### src/rtl/led_reaction_game.sv
// LED reaction mini-game: lights one pseudo-random LED per round and scores the player's matching switch
// within a response window that can shrink as the score rises; tracks score, lives and the win/loss outcome.
module led_reaction_game #(
    parameter int N_LED         = 10,
    parameter int WIN_SCORE     = 3,
    parameter int WINDOW_CYC    = 100_000_000,
    parameter int LIVES         = 1,
    parameter int SPEEDUP       = 1,
    parameter int RESET_ON_MISS = 1
) (
    input  logic             MCLK,
    input  logic             RESET_N,
    input  logic             enable,
    input  logic [N_LED-1:0] SPDT,
    input  logic [3:0]       seed,
    output logic             done,
    output logic             win,
    output logic [3:0]       score,
    output logic [2:0]       lives_left,
    output logic [N_LED-1:0] LED,
    output logic             busy
);

    localparam int          TW       = (WINDOW_CYC > 1) ? $clog2(WINDOW_CYC) : 1;
    localparam int          IW       = $clog2(N_LED + 1);
    localparam logic [31:0] WIN_FULL = 32'(WINDOW_CYC);
    localparam logic [31:0] WIN_MIN  = WIN_FULL >> 3;

    typedef enum logic [2:0] {S_IDLE, S_ARM, S_SHOW, S_WAIT, S_JUDGE, S_DONE} state_t;

    state_t           state_q, state_d;
    logic [15:0]      lfsr_q, lfsr_d;
    logic [TW-1:0]    timer_q, timer_d;
    logic [3:0]       score_q, score_d;
    logic [2:0]       lives_q, lives_d;
    logic [N_LED-1:0] led_q, led_d;
    logic [IW-1:0]    prev_idx_q, prev_idx_d;
    logic             hit_q, hit_d;
    logic             win_q, win_d;
    logic             en_q;

    logic [7:0]       mod_raw;
    logic [IW-1:0]    idx;
    logic [31:0]      win_shr;
    logic [31:0]      win_len;
    logic [TW-1:0]    win_last;
    logic             start;
    logic             fb;

    assign start = enable & ~en_q;
    assign fb    = lfsr_q[15] ^ lfsr_q[13] ^ lfsr_q[12] ^ lfsr_q[10];

    // Target index; bumped by one when it would repeat the previous round's LED.
    always_comb begin
        mod_raw = lfsr_q[7:0] % 8'(N_LED);
        idx     = IW'(mod_raw);
        if (idx == prev_idx_q) begin
            idx = (idx == IW'(N_LED - 1)) ? '0 : idx + 1'b1;
        end
    end

    always_comb begin
        win_shr = WIN_FULL >> score_q;
        if (SPEEDUP != 0) begin
            win_len = (win_shr < WIN_MIN) ? WIN_MIN : win_shr;
        end else begin
            win_len = WIN_FULL;
        end
        win_last = TW'(win_len - 32'd1);
    end

    always_ff @(posedge MCLK or negedge RESET_N) begin
        if (!RESET_N) begin
            state_q    <= S_IDLE;
            lfsr_q     <= 16'hACE1;
            timer_q    <= '0;
            score_q    <= '0;
            lives_q    <= 3'(LIVES);
            led_q      <= '0;
            prev_idx_q <= IW'(N_LED);
            hit_q      <= 1'b0;
            win_q      <= 1'b0;
            en_q       <= 1'b0;
        end else begin
            state_q    <= state_d;
            lfsr_q     <= lfsr_d;
            timer_q    <= timer_d;
            score_q    <= score_d;
            lives_q    <= lives_d;
            led_q      <= led_d;
            prev_idx_q <= prev_idx_d;
            hit_q      <= hit_d;
            win_q      <= win_d;
            en_q       <= enable;
        end
    end

    always_comb begin
        state_d    = state_q;
        lfsr_d     = lfsr_q;
        timer_d    = timer_q;
        score_d    = score_q;
        lives_d    = lives_q;
        led_d      = led_q;
        prev_idx_d = prev_idx_q;
        hit_d      = hit_q;
        win_d      = win_q;
        case (state_q)
            S_IDLE, S_DONE: begin
                if (start) begin
                    lfsr_d     = {seed, 12'hACE};
                    score_d    = '0;
                    lives_d    = 3'(LIVES);
                    win_d      = 1'b0;
                    prev_idx_d = IW'(N_LED);
                    led_d      = '0;
                    state_d    = S_ARM;
                end
            end
            S_ARM: begin
                led_d = '0;
                if (SPDT == '0) begin
                    state_d = S_SHOW;
                end
            end
            S_SHOW: begin
                led_d      = N_LED'(1) << idx;
                prev_idx_d = idx;
                timer_d    = '0;
                lfsr_d     = {lfsr_q[14:0], fb};
                state_d    = S_WAIT;
            end
            S_WAIT: begin
                // led_q holds the target for the whole round; a stray switch outranks a match.
                timer_d = timer_q + 1'b1;
                if ((SPDT & ~led_q) != '0) begin
                    hit_d   = 1'b0;
                    state_d = S_JUDGE;
                end else if (SPDT == led_q) begin
                    hit_d   = 1'b1;
                    state_d = S_JUDGE;
                end else if (timer_q == win_last) begin
                    hit_d   = 1'b0;
                    state_d = S_JUDGE;
                end
            end
            S_JUDGE: begin
                led_d = '0;
                if (hit_q) begin
                    score_d = score_q + 4'd1;
                    if (score_q + 4'd1 == 4'(WIN_SCORE)) begin
                        win_d   = 1'b1;
                        state_d = S_DONE;
                    end else begin
                        state_d = S_ARM;
                    end
                end else begin
                    lives_d = lives_q - 3'd1;
                    if (lives_q == 3'd1) begin
                        win_d   = 1'b0;
                        state_d = S_DONE;
                    end else begin
                        if (RESET_ON_MISS != 0) begin
                            score_d = '0;
                        end
                        state_d = S_ARM;
                    end
                end
            end
            default: state_d = S_IDLE;
        endcase
    end

    assign done       = (state_q == S_DONE);
    assign busy       = (state_q != S_IDLE) && (state_q != S_DONE);
    assign win        = win_q;
    assign score      = score_q;
    assign lives_left = lives_q;
    assign LED        = led_q;

endmodule

### config.mk
export PLATFORM = sky130hd
export DESIGN_NAME = led_reaction_game
export DESIGN_NICKNAME = d
export VERILOG_FILES = /design/src/rtl/led_reaction_game.sv
export SDC_FILE = /design/constraint.sdc
export NUM_CORES = 1
export LEC_CHECK = 0
export BUFFER_PORTS_ARGS = -buffer_cell sky130_fd_sc_hd__buf_2
export CORE_ASPECT_RATIO = 1.5
export CORE_UTILIZATION = 45
export DETAILED_ROUTE_END_ITERATION = 12
export PLACE_DENSITY = 0.61
export SLEW_MARGIN = 20
export SYNTH_ARGS = -nofsm -noshare
export SYNTH_HDL_FRONTEND = slang
export SYNTH_SLANG_ARGS = --single-unit
### constraint.sdc
create_clock -name MCLK -period 4.6 [get_ports MCLK]
set_input_delay 0.92 -clock MCLK [delete_from_list [all_inputs] [get_ports MCLK]]
set_output_delay 0.92 -clock MCLK [all_outputs]
set_load 0.005 [all_outputs]
======== Word-level counts from Yosys, hierarchy flattened ========
Index checks and enable logic that the tools add are counted.
word-level totals
  output and inout bits ................... 20
  register bits ........................... 70
  word-level logic and storage cells ...... 97
  input port bits ......................... 17
operators by class
  reductions and logical operators ........ 19
  equality and inequality tests ........... 19
  div/mod/pow operators ................... 1
  $add $sub $neg .......................... 5
  bitwise gates (word level) .............. 7
  shift operators ......................... 2
  muxes and demuxes ....................... 33
  order comparisons ....................... 1
operators by type and width
  operator                                                                         count
  27-bit one-hot mux with 2 select lines                                           1
  32-bit by 24-bit less-than comparator with 1-bit output (second input constant)  1
  16-bit one-hot mux with 2 select lines                                           1
  27-bit by 4-bit >> shifter with 32-bit output (first input constant)             1
  10-bit one-hot mux with 3 select lines                                           1
  27-bit by 1-bit adder with 27-bit output (second input constant)                 1
  27-bit == test                                                                   1
  27-bit two-way mux                                                               1
  3-bit two-way mux                                                                9
  27-bit by 1-bit subtractor with 27-bit output (second input constant)            1
  4-bit two-way mux                                                                6
  16-bit two-way mux                                                               1
  4-bit one-hot mux with 2 select lines                                            2
  3-bit one-hot mux with 5 select lines                                            1
  3-bit != test (second input constant)                                            4
  10-bit bitwise AND                                                               1
  10-bit == test                                                                   1
  10-bit logical NOT                                                               1
  10-bit two-way mux                                                               1
  10-bit inverter                                                                  1
  10-bit nonzero test                                                              1
  1-bit by 4-bit << shifter with 10-bit output (first input constant)              1
  3-bit AND reduction                                                              3
  3-bit nonzero test                                                               3
  other kinds (23)                                                                 42

======== Longest topological paths before layout ========
Gate-level depths: netlist of run 1.
  depth after elaboration ................. 9
  gate-level depth with buffers ........... 16
  gate-level depth less buffers ........... 15

======== Least setup slack after synthesis of run 1 ========
OpenSTA, ideal clock, no wires.
  path type ............................... register to register
  start point ............................. register score_q[3] (netlist: score[3])
  end point ............................... register state_q[1]
  slack ................................... 810 ps
  setup time .............................. 134 ps
  required time ........................... 4466 ps
  cell stages (with the launch flop) ...... 16
  path buffers ............................ 2
  period minus slack after synthesis ...... 3790 ps
  data arrival time ....................... 3656 ps
  path through ............................ dfrtp_1 > clkbuf_1 > clkbuf_1 > nor2_1 > nand4b_1 > a31oi_1 > nand2_1 > ha_1 > or3_1 > a2111o_1 > a211oi_1 > nand4_1 > a2111oi_0 > a211oi_1 > o21ai_0 > a21oi_1
between the ends
  longest elaborated chain between the ends .. 7
ends and longest elaborated chain
  what                                                     RTL line  text
  start: declaration                                       34        logic [3:0] score_q, score_d;
  start signal: assignment                                 88        score_q <= score_d;
  27-bit by 4-bit >> shifter with 32-bit output *          63        win_shr = WIN_FULL >> score_q;
  32-bit by 24-bit less-than comparator with 1-bit output  65        win_len = (win_shr < WIN_MIN) ? WIN_MIN : win_shr;
  27-bit two-way mux *                                     65
  27-bit by 1-bit subtractor with 27-bit output *          69        win_last = TW'(win_len - 32'd1);
  27-bit == test *                                         142       end else if (timer_q == win_last) begin
  4-bit != test (no line) *                                n/a
  3-bit AND reduction (no line) *                          n/a
  end signal: assignment                                   85        state_q <= state_d;
  end: declaration                                         31        state_t state_q, state_d;
Mark *: on every way between the ends. The rest lies on a longest branch, timed or not.
A chain may end at the register's enable or synchronous reset.

======== Worst setup path in the final report of run 1 ========
  start point ............................. register score_q[0] (netlist: score[0])
  end point ............................... register state_q[1]
The elaborated chain is that of the path after synthesis.

==> results_dict.tcl, run 1 <==
set metrics [dict create \
    status "finished clean" \
    critical_path_arrival_ns 4.32 \
    hold_viol_final 0 \
    cts_made_buffers 9 \
    hp-class "reg2reg" \
    clock-sinks 70 \
    ys_types 78 \
    synth.area.top_cells "dfrtp_1, nand2_1, o21ai_0" \
    layout_min_cycle_time_ns 4.13 \
    grt_max_degree 40 \
    power_per_cell_area_nw_per_um2 442 \
    finalClockSkew_ns 0.00677 \
    p_leak_nw 2.33 \
    antenna_left 0 \
    synth_seq_area_share_pct 33.4 \
    fmax_mhz 242 \
    yosysTopAreaCellShare_pct 27.9 \
    r2r_slack_ns 0.47 \
    ys_async_sr_fraction_pct 100 \
    clock_latency_ns 0.33 \
    cts-root-buf "clkbuf_16" \
    fin_crit_sh_pct 89.7 \
    postPlaceCellArea_um2 5540 \
    crit_required_ns 4.80 \
    stdcell_area_um2 5840 \
    htreeDepth 3 \
    critPathLaunchType "flip-flop" \
    viasPerCell 5.96 \
    regArea_um2 1770 \
    rsz0062_at_grt "false" \
    grt.overflow.total 0 \
    drive_gt1_share_pct 12.5 \
    syn-instance-count 661 \
    cts_resized 0 \
    vdd_ir_drop_max_mv 0.213 \
    fin_util_pct 50.9 \
    drc 0 \
    cts_setup_buffers 0 \
    finalHoldWorstSlack_ns 0.470 \
    die_area_um2 12200 \
    yosys_warnings 0 \
    drt-pass1-iter-count 4 \
    initial_utilization_pct 46.1 \
    synth_area_um2 5280 \
    port_buffers 36 \
    ys_ff_latch 70 \
    path_class "reg2reg" \
    avgRoutedWirePerCell_um 16.6 \
    syn_avg_cell_area_um2 7.99 \
    cts.path.max_buffers 2 \
    ys.flop_type "dfrtp_1" \
    drv_cap 0 \
    fin_nets 712 \
    synth_edf_count 0 \
    cp-end-kind "flip-flop" \
    fillerInstances 1104 \
    die_w_um 90.5 \
    routabilityCongestion 0.873 \
    worst-path-max-fanout 11 \
    grt_usage_pct 23.3 \
    path_clk_slew_ns 0.06 \
    antenna_cells 0 \
    tns_ns 0 \
    grt_pass1_wl_um 22700 \
    slew_viol_final 0 \
    synth_nets 698 \
    relSlewSlack_pct 36.5 \
    tightestPinTransition_ns 0.952 \
    routed-via-count 4950 \
    synth_area_leader_cell "dfrtp_1" \
    setup_viol 0 \
    coreArea_um2 11500 \
    post-dp-hpwl_um 10200 \
    die_h_um 135 \
    fin_total_pwr_w 0.00258 \
    grt_pass1_vias 4613 \
    syn2layout_area_growth_pct 10.5 \
    hold_buffers 0 \
    tritoncts "yes" \
    num_rows 48 \
    first_iter_violations 237 \
    wl_um 13800 \
    multi_input_area_um2 3230 \
    antenna_found_initial 0 \
    num_io_pins 37 \
]
## power breakdown
group	total (W)	switching, W	internal, W
Clock	0.000689	0.000254	0.000435
Sequential	0.000845	0.000139	0.000706
Combinational	0.00104	0.000618	0.000426
## Yosys cell counts, types with 7 or more instances
| cell type | number |
|---|---|
| or3_1 | 13 |
| a211oi_1 | 8 |
| nand3b_1 | 7 |
| o211ai_1 | 9 |
| nand3_1 | 25 |
| ha_1 | 20 |
| nor4_1 | 7 |
| xnor2_1 | 16 |
| o31ai_1 | 24 |
| nand2b_1 | 9 |
| dfrtp_1 | 59 |
| nand4_1 | 10 |
| dfstp_2 | 11 |
| inv_1 | 32 |
| nor3_1 | 18 |
| nand2_1 | 112 |
| mux2i_1 | 7 |
| a21oi_1 | 19 |
| clkbuf_1 | 32 |
| nor2_1 | 39 |
| o21ai_0 | 61 |
## final timing paths
check / start / endpoint / depth (start not counted)
min in group asynchronous: RESET_N / score[2] / 1
setup / recovery: score[0] / state_q[1] / 14
setup reg to reg: score[0] / state_q[1] / 14
max in group asynchronous: RESET_N / prev_idx_q[1] / 2
hold / removal: lfsr_q[8] / lfsr_q[9] / 2
hold reg to reg: lfsr_q[8] / lfsr_q[9] / 2
## sequential cells by signal, summed over array words and instances (netlist names), 3 cells and up
register / flops
LED: 10
lfsr_q: 16
lives_left: 3
prev_idx_q: 4
score: 4
state_q: 3
timer_q: 27
## critical path, cell delays in order (launching register included)
cell and delay, ns:
dfrtp_1 0.51, ha_1 0.47, ha_1 0.35, nand4b_1 0.16, a31oi_1 0.24, nand2_1 0.09, ha_1 0.22, or3_1 0.31
a2111o_1 0.41, a211oi_1 0.23, nand4_1 0.12, a2111oi_1 0.42, a211oi_1 0.20, o21ai_0 0.18, a21oi_1 0.09
## layout make-up
type | count | area share [%]
Multi-Input combinational cell | 518 | 55.3
Inverter | 32 | 2.06
Clock buffer | 13 | 4.29
Sequential cell | 70 | 30.2
Tap cell | 150 | 3.21
Timing Repair Buffer | 44 | 4.11
Clock inverter | 3 | 0.750
## cells by family (layout without fill, tap and decap cells)
logic type	after synthesis	after routing	share of synthesized area (%)
other cells	1	1	0.0710
compound gates	186	186	24.3
fa+ha+maj	20	20	4.74
mux	9	9	1.75
flops	70	70	33.4
xor+xnor	20	20	3.32
simple gates	282	282	26.9
buf+inv	73	92	5.47
## layer usage
layer | GRT usage (%) | part of all wire (%)
met1 | 26.1 | 40
met2 | 42.2 | 52
met3 | 2.87 | 2.8
met4 | 13.4 | 4.7
met5 | 0 | 0
## layout by cell type (no fill, tap or decap), drive strengths merged, types with 8 or more instances in the layout
master  synthesis  routed
nor4            8       8
dfstp          11      11
nand4          10      10
or3            13      13
nor2           39      39
ha             20      20
o31ai          24      24
nand2b          9       9
a211oi          9       9
o211ai         10      10
xnor2          16      16
nand3          25      25
a21oi          19      19
buf             9      44
nor3           19      19
clkbuf         32      13
dfrtp          59      59
inv            32      32
o21ai          61      61
nand2         112     112
## per-stage QoR
step                      setup slack [ns]  cells
after detailed placement             0.466    814
after global routing                0.0742    830
after floorplan                      0.810    661
final                                0.475    830
after CTS                            0.421    830
after global placement               0.558    814
No activity file was read; power rests on OpenSTA's default activity.
==> run 2, diff against run 1 <==
Settings changed: RECOVER_POWER from default to 50.
==> results_dict.tcl, run 2 (same netlist as run 1, synthesis figures left out) <==
set metrics [dict create \
    initial_utilization_pct 46.1 \
    drt-pass1-iter-count 5 \
    antenna_cells 0 \
    worst_path_largest_cell_delay_ns 0.51 \
    p_clk_share_pct 26.7 \
    path_clk_slew_ns 0.06 \
    tightestPinTransition_ns 2.27 \
    die_area_um2 12200 \
    seqPwrFrac_pct 32.8 \
    final_common_cell "nand2_1" \
    fin_crit_sh_pct 89.5 \
    hold-path-endpoint "lfsr_q[9]" \
    status "finished, violations left" \
    vdd_ir_drop_max_mv 0.213 \
    cts_made_buffers 9 \
    first_iter_violations 234 \
    critPathLaunchType "flip-flop" \
    grt.overflow.total 0 \
    internal_power_w 0.00157 \
    relSlewSlack_pct -51.4 \
    path_class "reg2reg" \
    syn2layout_area_growth_pct 10.2 \
    grt_pass1_vias 4613 \
    worst-path-max-fanout 11 \
    cp-end-kind "flip-flop" \
    drv_cap 2 \
    largest_register "timer_q" \
    path_cells "ha_1 > ha_1 > nand4b_1 > a31oi_1 > nand2_1 > ha_1 > or3_1 > a2111o_1 > a211oi_1 > nand4_1 > a2111oi_1 > a211oi_1 > o21ai_0 > a21oi_1" \
    hp-class "reg2reg" \
    finalHoldWorstSlack_ns 0.472 \
    routabilityCongestion 0.873 \
    largest_reg_flops 27 \
    cts_resized 0 \
    antenna_found_initial 0 \
    cpMaxStageDelayCell "dfrtp_1" \
    tritoncts "yes" \
    slew_viol_final 73 \
    fmax_mhz 243 \
    num_rows 48 \
    antenna_left 0 \
    finalClockSkew_ns 0.00788 \
    post-dp-hpwl_um 10200 \
    avgRoutedWirePerCell_um 16.6 \
    cp_common_cell "ha_1" \
    power_per_cell_area_nw_per_um2 443 \
    drive_gt1_share_pct 11.0 \
    tns_ns 0 \
    fin_util_pct 50.7 \
    port_buffers 36 \
    hold_buffers 0 \
    clock-sinks 70 \
    r2r-start "score[0]" \
    grt_pass1_wl_um 22700 \
    cts-root-buf "clkbuf_16" \
    layout_common_cells "nand2_1, o21ai_0, dfrtp_1, nor2_1, inv_1" \
    coreArea_um2 11500 \
    hold_viol_final 0 \
    fillerInstances 1108 \
    rsz0062_at_grt "false" \
    num_io_pins 37 \
    grt_usage_pct 23.3 \
    stdcell_count 830 \
    hold_depth 2 \
    clock_latency_ns 0.33 \
    r2r_cells 14 \
    cts.path.max_buffers 2 \
    p_comb_share_pct 40.5 \
    layout_min_cycle_time_ns 4.12 \
    htreeDepth 3 \
    viasPerCell 5.93 \
    grt_max_degree 40 \
    switching_share_pct 39.2 \
    wl_um 13800 \
    p_sw_w 0.00101 \
    die_w_um 90.5 \
    setup_viol 0 \
    p_leak_nw 2.29 \
    die_h_um 135 \
    violations "capacitance limit, slew limit" \
    fin_nets 712 \
    drc 0 \
    r2r_slack_ns 0.48 \
    startpoint "score[0]" \
    timing.rr.end "state_q[1]" \
    routed-via-count 4925 \
    worstHoldStart "lfsr_q[8]" \
    crit_required_ns 4.80 \
    critical_path_arrival_ns 4.31 \
    cts_setup_buffers 0 \
    dp_cells 814 \
]
-- run 2: area by class of cell --
type                       instances  area [um^2]  area share, %
sequential                        70         1770           30.3
inverter                          32          120           2.06
timing repair buffer              44          223           3.83
clock inverter                     3         43.8          0.752
tap                              150          188           3.22
clock buffer                      13          250           4.30
multi-input combinational        518         3230           55.5
-- run 2: per-stage QoR --
stage | power (W) | setup WS [ns] | cell area, um^2
2_1_floorplan | 0.00160 | 0.810 | 5280
5_1_grt | 0.00275 | 0.0742 | 5820
3_5_place_dp | 0.00189 | 0.466 | 5540
4_1_cts | 0.00258 | 0.421 | 5840
3_3_place_gp | 0.00186 | 0.558 | 5540
6_report | 0.00258 | 0.483 | 5820
-- run 2: worst max-delay path: cells and delay by family, from the launching register on --
kind	cells	cell delay (ns)
adder cells (fa/ha/maj)	3	1.04
AND/OR/NAND/NOR	4	0.68
flip-flops	1	0.51
AO/OA/AOI/OAI	7	1.76
-- run 2: how the worst max path moves through the flow --
stage	endpoint	slack [ns]	depth (start not counted)
3_3_place_gp	state_q[1]	0.56	14
6_report	state_q[1]	0.48	14
2_1_floorplan	state_q[1]	0.81	15
5_1_grt	state_q[0]	0.07	14
3_5_place_dp	state_q[1]	0.47	14
4_1_cts	state_q[1]	0.42	14
-- run 2: power groups by stage --
stage / combinational (W) / sequential (W) / clock [W]
5_1_grt: 0.00116 / 0.000868 / 0.000729
2_1_floorplan: 0.000814 / 0.000785 / 0
3_5_place_dp: 0.00103 / 0.000854 / 0
3_3_place_gp: 0.00101 / 0.000851 / 0
4_1_cts: 0.00104 / 0.000845 / 0.000702
6_report: 0.00104 / 0.000846 / 0.000688
-- run 2: layer usage --
layer | vias up | global-route usage, % | part of all wire (%)
met5 | - | 0 | 0
met4 | 0 | 13.4 | 4.6
met3 | 36 | 2.87 | 2.4
met2 | 96 | 42.2 | 53
met1 | 2343 | 26.1 | 40
li1 | 2450 | - | -
